==> src/rtl/fir_cfg_master.sv <==
// AXI-Lite initiator that loads FIR taps and data_length, launches the core and polls ap_done.
// Define FIR_CFG_READBACK_EN to read every coefficient back and flag mismatches on err.
module fir_cfg_master #(
  parameter int pADDR_WIDTH = 12,
  parameter int pDATA_WIDTH = 32,
  parameter int Tape_Num    = 11,
  parameter int pPOLL_GAP   = 4
) (
  input  logic                   axis_clk,
  input  logic                   axis_rst_n,
  input  logic                   cfg_start,
  input  logic [31:0]            cfg_len,
  output logic [3:0]             coef_idx,
  input  logic [pDATA_WIDTH-1:0] coef_data,
  output logic                   busy,
  output logic                   done,
  output logic                   err,
  output logic                   awvalid,
  input  logic                   awready,
  output logic [pADDR_WIDTH-1:0] awaddr,
  output logic                   wvalid,
  input  logic                   wready,
  output logic [pDATA_WIDTH-1:0] wdata,
  output logic                   arvalid,
  input  logic                   arready,
  output logic [pADDR_WIDTH-1:0] araddr,
  input  logic                   rvalid,
  output logic                   rready,
  input  logic [pDATA_WIDTH-1:0] rdata
);

  typedef enum logic [2:0] {
    IDLE, WR_COEF, WR_LEN, WR_START, POLL_RD, POLL_WAIT, DONE
`ifdef FIR_CFG_READBACK_EN
    , RD_VERIFY
`endif
  } state_t;

  localparam logic [pADDR_WIDTH-1:0] ADDR_CTRL = '0;
  localparam logic [pADDR_WIDTH-1:0] ADDR_LEN  = pADDR_WIDTH'(32'h10);
  localparam logic [15:0]            GAP_LAST  = 16'((pPOLL_GAP > 0) ? (pPOLL_GAP - 1) : 0);

  state_t      state;
  logic [31:0] len_q;
  logic [4:0]  cnt;
  logic [15:0] gap_cnt;
  logic        wr_idle;
  logic        wr_fire;
  logic        rd_fire;

  function automatic logic [pADDR_WIDTH-1:0] coef_addr(input logic [3:0] i);
    return pADDR_WIDTH'(32'h20 + {26'd0, i, 2'b00});
  endfunction

  // A write retires once each channel has handshaken, in whichever order the slave chooses
  assign wr_idle = !awvalid && !wvalid;
  assign wr_fire = (awvalid || wvalid) && (!awvalid || awready) && (!wvalid || wready);
  assign rd_fire = rready && rvalid;

`ifdef FIR_CFG_READBACK_EN
  logic err_q;
  assign err = err_q;
`else
  logic unused_rdata;
  assign err = 1'b0;
  assign unused_rdata = ^{rdata[pDATA_WIDTH-1:2], rdata[0]};
`endif

  always_ff @(posedge axis_clk or negedge axis_rst_n) begin
    if (!axis_rst_n) begin
      state    <= IDLE;
      len_q    <= '0;
      cnt      <= '0;
      gap_cnt  <= '0;
      coef_idx <= '0;
      busy     <= 1'b0;
      done     <= 1'b0;
      awvalid  <= 1'b0;
      awaddr   <= '0;
      wvalid   <= 1'b0;
      wdata    <= '0;
      arvalid  <= 1'b0;
      araddr   <= '0;
      rready   <= 1'b0;
`ifdef FIR_CFG_READBACK_EN
      err_q    <= 1'b0;
`endif
    end else begin
      done <= 1'b0;
      if (awvalid && awready) awvalid <= 1'b0;
      if (wvalid && wready) wvalid <= 1'b0;
      if (arvalid && arready) begin
        arvalid <= 1'b0;
        rready  <= 1'b1;
      end
      if (rd_fire) rready <= 1'b0;

      case (state)
        IDLE: begin
          if (cfg_start) begin
            len_q    <= cfg_len;
            coef_idx <= '0;
            cnt      <= '0;
            busy     <= 1'b1;
            state    <= WR_COEF;
`ifdef FIR_CFG_READBACK_EN
            err_q    <= 1'b0;
`endif
          end
        end

        // coef_idx runs one ahead so the next tap is already on coef_data when a write retires
        WR_COEF: begin
          if (wr_idle || wr_fire) begin
            if (cnt == 5'(Tape_Num)) begin
              coef_idx <= '0;
              state    <= WR_LEN;
            end else begin
              awvalid  <= 1'b1;
              wvalid   <= 1'b1;
              awaddr   <= coef_addr(coef_idx);
              wdata    <= coef_data;
              coef_idx <= coef_idx + 4'd1;
              cnt      <= cnt + 5'd1;
            end
          end
        end

        WR_LEN: begin
          if (wr_idle) begin
            awvalid <= 1'b1;
            wvalid  <= 1'b1;
            awaddr  <= ADDR_LEN;
            wdata   <= pDATA_WIDTH'(len_q);
          end else if (wr_fire) begin
`ifdef FIR_CFG_READBACK_EN
            cnt   <= '0;
            state <= RD_VERIFY;
`else
            state <= WR_START;
`endif
          end
        end

`ifdef FIR_CFG_READBACK_EN
        RD_VERIFY: begin
          if (!arvalid && !rready) begin
            arvalid <= 1'b1;
            araddr  <= coef_addr(coef_idx);
          end else if (rd_fire) begin
            if (rdata != coef_data) err_q <= 1'b1;
            if (cnt == 5'(Tape_Num - 1)) begin
              coef_idx <= '0;
              state    <= WR_START;
            end else begin
              coef_idx <= coef_idx + 4'd1;
              cnt      <= cnt + 5'd1;
            end
          end
        end
`endif

        WR_START: begin
          if (wr_idle) begin
            awvalid <= 1'b1;
            wvalid  <= 1'b1;
            awaddr  <= ADDR_CTRL;
            wdata   <= pDATA_WIDTH'(1);
          end else if (wr_fire) begin
            state <= POLL_RD;
          end
        end

        POLL_RD: begin
          if (!arvalid && !rready) begin
            arvalid <= 1'b1;
            araddr  <= ADDR_CTRL;
          end else if (rd_fire) begin
            if (rdata[1]) begin
              done  <= 1'b1;
              state <= DONE;
            end else if (pPOLL_GAP == 0) begin
              state <= POLL_RD;
            end else begin
              gap_cnt <= '0;
              state   <= POLL_WAIT;
            end
          end
        end

        POLL_WAIT: begin
          if (gap_cnt == GAP_LAST) state <= POLL_RD;
          else gap_cnt <= gap_cnt + 16'd1;
        end

        DONE: begin
          busy  <= 1'b0;
          state <= IDLE;
        end

        default: state <= IDLE;
      endcase
    end
  end

endmodule
==> config.mk <==
export PLATFORM = sky130hd
export DESIGN_NAME = fir_cfg_master
export DESIGN_NICKNAME = d
export VERILOG_FILES = /design/src/rtl/fir_cfg_master.sv
export SDC_FILE = /design/constraint.sdc
export NUM_CORES = 1
export LEC_CHECK = 0
export ABC_AREA = 1
export ABC_CLOCK_PERIOD_IN_PS = 1600
export BUFFER_PORTS_ARGS = -buffer_cell sky130_fd_sc_hd__buf_4
export CORE_AREA = 4 4 119 121
export DETAILED_ROUTE_END_ITERATION = 7
export DIE_AREA = 0 0 123 125
export PLACE_DENSITY = 0.67
export SLEW_MARGIN = 40
export SYNTH_ARGS = -nofsm -noshare
export SYNTH_HDL_FRONTEND = slang
export SYNTH_SLANG_ARGS = --single-unit
==> constraint.sdc <==
create_clock -name axis_clk -period 1.6 [get_ports axis_clk]
set_input_delay 0.16 -clock axis_clk [delete_from_list [all_inputs] [get_ports axis_clk]]
set_output_delay 0.16 -clock axis_clk [all_outputs]
set_load 0.005 [all_outputs]
* Word level (Yosys, flattened, before mapping)
Cells that the tools add are included.
Storage, ports and cells: register bits 110, bits of input ports 103, logic and storage cells 126
Operators by class: add/subtract/negate cells 4, equality and inequality tests 23, multiplexer cells 56, reduce and logical (&&, ||, !) cells 30
Operators with widths (number):
- $mux 32 | 4
- $pmux 32 s3 | 1
- $mux 16 | 4
- $mux 12 | 4
- $pmux 12 s3 | 1
- $pmux 16 s2 | 1
- $mux 3 | 10
- $ne 2x2->1 const B | 15
- $mux 1 | 18
- $pmux 3 s6 | 1
- $add 16x1->16 const B | 1
- $eq 16x2->1 const B | 1
- $mux 5 | 3
- $mux 4 | 3
- $pmux 5 s2 | 1
- $reduce_and 10->1 | 1
- $reduce_and 5->1 | 2
- $eq 3x3->1 const B | 3
- $logic_and 1x1->1 | 8
- $pmux 4 s2 | 1
- $reduce_bool 2->1 | 4
- $add 6x6->7 const A | 1
- $eq 3x2->1 const B | 2
- $pmux 1 s2 | 3
- 13 further kinds | 20

* Longest topological paths before layout
depth in word-level cells 7, gate-level depth with buffers 10

* Worst setup path before layout
Ideal clock, no wire load.
path type reg-to-reg, start register gap_cnt[0], end register gap_cnt[14], arrival time 1405 ps, slack 78 ps, stages on the path, launching flop included 11, buffers on the path 0, clock period less this slack 1522 ps, cells stage by stage dfrtp_1 > ha_1 > nand2_1 > nor2_1 > nand2_1 > nor2_1 > nand2_1 > nand2_1 > nand2_1 > nand2_1 > nand2_1
Between the ends: word-level cells in the longest chain between the ends 3, elaborated cells on any way between the ends 6, those cells by class add/sub (1); eq/ne (2); mux (2); reduce/logical (1)
Ends and longest elaborated chain:
- start: declaration | RTL line 46 | logic [15:0] gap_cnt;
- start signal: assignment | RTL line 193 | else gap_cnt <= gap_cnt + 16'd1;
- $add 16x1->16 / $eq 16x2->1 (equally long branches) | RTL line 193, 192
- $mux 16 / $ne 2x2->1 (equally long branches)
- $pmux 16 s2 / $reduce_and 5->1 (equally long branches)
Parallel ways exist; a longest one is shown, timed or not. The select of a mux whose other input is x is not followed. A chain may end at the register's enable or synchronous reset.

* Worst setup path in the final report
start register state[0], end register awaddr[4]
Between the ends: word-level cells in the longest chain between the ends 3, elaborated cells on any way between the ends 10, those cells by class eq/ne (7); mux (1); reduce/logical (2)
Ends and longest elaborated chain:
- start: declaration | RTL line 43 | state_t state;
- start signal: assignment | RTL line 71 | state <= IDLE;
- start signal: assignment | RTL line 105 | state <= WR_COEF;
- start signal: assignment | RTL line 117 | state <= WR_LEN;
- $eq 3x1->1 / $eq 3x2->1 (equally long branches) | RTL line 98 | case (state)
- $ne 2x2->1 (no line) / $reduce_bool 3->1 (equally long branches)
- $reduce_and 5->1 (no line)
- end signal: assignment | RTL line 121 | awaddr <= coef_addr(coef_idx);
- end: declaration | RTL line 20 | output logic [pADDR_WIDTH-1:0] awaddr,
Parallel ways exist; a longest one is shown, timed or not.

==> results.yml <==
critical_path:
  cpMostUsedCell: "buf_4"
  start_kind: "flop"
  slowest_stage: "dfrtp_1"
  regToRegEndpoint: "awaddr[4]$_DFFE_PN0P_"
  critPathKind: "reg2reg"
  worst-path-buf-inv: 3
  ff2ff_path_depth: 8
  reg2reg_from: "state[0]$_DFFE_PN0P_"
  end_kind: "flop"
  reg2reg_slack_ns: 0.06
  max_stage_delay_ns: 0.51
  critical_path.cell_chain: "nor2_4, buf_4, a211oi_4, buf_4, nand2_8, buf_12, nand2_1, o21ai_1"
  worstPathArrival_ns: 1.77
  path_max_fanout: 11
  cp_data_required_time_ns: 1.83
  crit_family: "flip-flops"
yosys:
  synthArstFlopShare_pct: 100
  synth.top_cells.by_area: "dfrtp_1 50%, nand2_1 15%, nand3_1 6.4%, inv_1 4.1%, nor2_1 4.1%"
  netlist_area_um2: 5160
  synth_edf_count: 0
  yosysTopAreaCell: "dfrtp_1"
  synth_seq_area_share_pct: 49.9
  synth-main-ff-cell: "dfrtp_1"
  ys_warn_count: 0
  syn_inst: 670
  synth_most_common_cell: "nand2_1"
  synth_top_cell_area_share_pct: 49.9
  syn-mean-instance-area_um2: 7.71
  synth_common_cells: "210 x nand2_1, 103 x dfrtp_1, 66 x nand3_1, 57 x inv_1, 57 x nor2_1"
  ys_seq_elements: 103
  ys_types: 33
routing:
  num_vias: 4620
  drt-initial-drc-count: 188
  ant_nets: 0
  viasPerCell: 4.65
  finalWirelength_um: 13300
  first_pass_iters: 4
  wire_per_inst_um: 13.4
  drc: 0
die:
  rows: 42
  ios: 170
  chipHeight_um: 125
  core_um2: 13100
  start_util_pct: 39.5
  dieWidth_um: 123
  dieArea_um2: 15400
clocking:
  clock-sinks: 103
  clk-insertion-delay-late_ns: 0.35
  cts_buffers: 9
  cts_tree: "done"
  ctsLongestPathBuffers: 2
  clk_pin_slew_worst_paths_ns: 0.07
  htreeDepth: 3
  root_buffer: "clkbuf_16"
hold_path:
  min_path_cells: 2
  min_from: "arready"
  min_to: "arvalid$_DFF_PN0_"
  hold_path.class: "in2reg"
global_routing:
  track_usage_pct: 17.2
  first_global_vias: 4447
  antenna_found_initial: 0
  overflow: 0
  grt_pass1_wl_um: 21300
  grt_max_degree: 44
sta:
  layout_setup_ws_ns: 0.0584
  fmax_mhz: 649
  min_period_ns: 1.54
  finalMaxSlewViolations: 0
  setup_violations: 0
  hold_viol: 0
  finalCritPeriodShare_pct: 96.3
  skew_ns: 0.0111
finish:
  area_growth_pct: 33.4
  layout-drive-gt1-share_pct: 24.6
  finalNetCount: 918
  antenna_cells: 0
  nFillCells: 1288
pwr:
  leakagePower_nw: 3.71
  powerDensity_nw_per_um2: 1860
  finalPower_mw: 12.8
  ir_drop_mv: 0.960
place:
  pre_cts_slack_ns: 0.00665
  dp_hpwl_um: 9080
  gp_congestion: 0.866
  port_buffers: 118
flow_run:
  max-cap-violations: 0
outcome:
  status: "finished, final reports clean"
==> worst max path at each step <==
stage                                       from                       to  cells after the start
final                       state[0]$_DFFE_PN0P_    awaddr[4]$_DFFE_PN0P_                      8
after global routing        state[0]$_DFFE_PN0P_    awaddr[4]$_DFFE_PN0P_                      8
after CTS                   state[2]$_DFFE_PN0P_    awaddr[4]$_DFFE_PN0P_                      8
after detailed placement    state[0]$_DFFE_PN0P_       cnt[2]$_DFFE_PN0P_                      7
after global placement      state[0]$_DFFE_PN0P_       cnt[2]$_DFFE_PN0P_                      7
after floorplan           gap_cnt[0]$_DFFE_PN0P_  gap_cnt[14]$_DFFE_PN0P_                     10
==> per-layer routing <==
| layer | share of wire [%] | up-vias | wire length (µm) | GRT usage (%) |
|---|---|---|---|---|
| met1 | 46 | 2098 | 6050 | 23.9 |
| met5 | 0 | - | 0 | 0 |
| met3 | 5.8 | 18 | 767 | 3.57 |
| met2 | 46 | 123 | 6160 | 26.4 |
| li1 | - | 2381 | - | - |
| met4 | 2.2 | 0 | 289 | 6.64 |
==> state kept, by name, indices dropped and copies added, names as in the netlist <==
register  cells
rready        1
wdata        32
cnt           5
wvalid        1
coef_idx      4
awvalid       1
state         3
busy          1
len_q        32
gap_cnt      16
awaddr        5
done          1
arvalid       1
==> cells in the final DEF, fill, tap and decap left out, types with 3 or more instances in the layout <==
cell | Yosys | layout
buf_12 | 0 | 7
o211ai_1 | 3 | 3
nor3_1 | 9 | 9
a21oi_1 | 33 | 33
ha_1 | 3 | 3
inv_1 | 57 | 57
nand2_1 | 210 | 205
nand4_1 | 7 | 7
nor2_2 | 3 | 3
buf_6 | 0 | 4
buf_4 | 20 | 145
o21ai_0 | 32 | 32
conb_1 | 1 | 20
inv_2 | 5 | 4
nor2_1 | 57 | 55
o21ai_1 | 8 | 8
dfrtp_1 | 103 | 101
or2_2 | 3 | 3
clkbuf_16 | 0 | 11
nand2_2 | 1 | 4
xor2_1 | 4 | 4
nand3_2 | 3 | 3
nand3_1 | 66 | 66
o22ai_1 | 3 | 3
==> logic make-up after synthesis <==
logic type,Yosys count,synth area share (%)
buffers and inverters,109,9.57
multiplexers,5,1.04
XOR/XNOR,4,0.679
AO/OA/AOI/OAI,81,8.26
other,1,0.0726
AND/OR/NAND/NOR,364,29.7
flip-flops,103,49.9
adder cells (fa/ha/maj),3,0.727
==> layout make-up <==
cell class	count	area (µm²)	share of cell area, %
flip-flops and latches	103	2580	37.5
multi-input cells	477	2220	32.2
repair buffers	159	1330	19.4
inverters	62	235	3.42
clock buffers	9	225	3.27
well taps	176	220	3.20
clock inverters	7	76.3	1.11
==> repair_timing <==
action                                  in CTS  in global routing
hold endpoints to repair                    20                  0
hold buffers                                 1                  0
setup buffers                                0                  3
cloned                                       0                  5
gates resized for setup                      0                 17
pin swaps                                    0                  4
endpoints found under the setup margin       2                 49
==> worst reg2reg max path, stage by stage, from the launching register on <==
cell and delay (ns):
dfrtp_1 0.51, nor2_4 0.10, buf_4 0.15, a211oi_4 0.13
buf_4 0.18, nand2_8 0.09, buf_12 0.16, nand2_1 0.06
o21ai_1 0.05
==> where the power goes <==
group | internal, mW | switching, mW | total, mW
clock network | 1.23 | 1.03 | 2.26
logic | 2.76 | 3.33 | 6.09
registers | 3.76 | 0.722 | 4.48
total | 7.74 | 5.08 | 12.8
==> per-stage QoR <==
step	setup TNS (ns)	util [%]	instances	cell area [µm²]	hold slack, ns
finish	0	52.6	993	6890	0.0166
global route	-0.270	52.6	993	6890	0.0203
CTS	-0.00584	51.4	985	6730	0.00440
detailed placement	0	49.0	968	6410	0.0881
global placement	0	49.0	968	6410	0.0897
floorplan	0	-	689	5230	-0.136
Note: power is estimated with default switching activity, not from simulation.
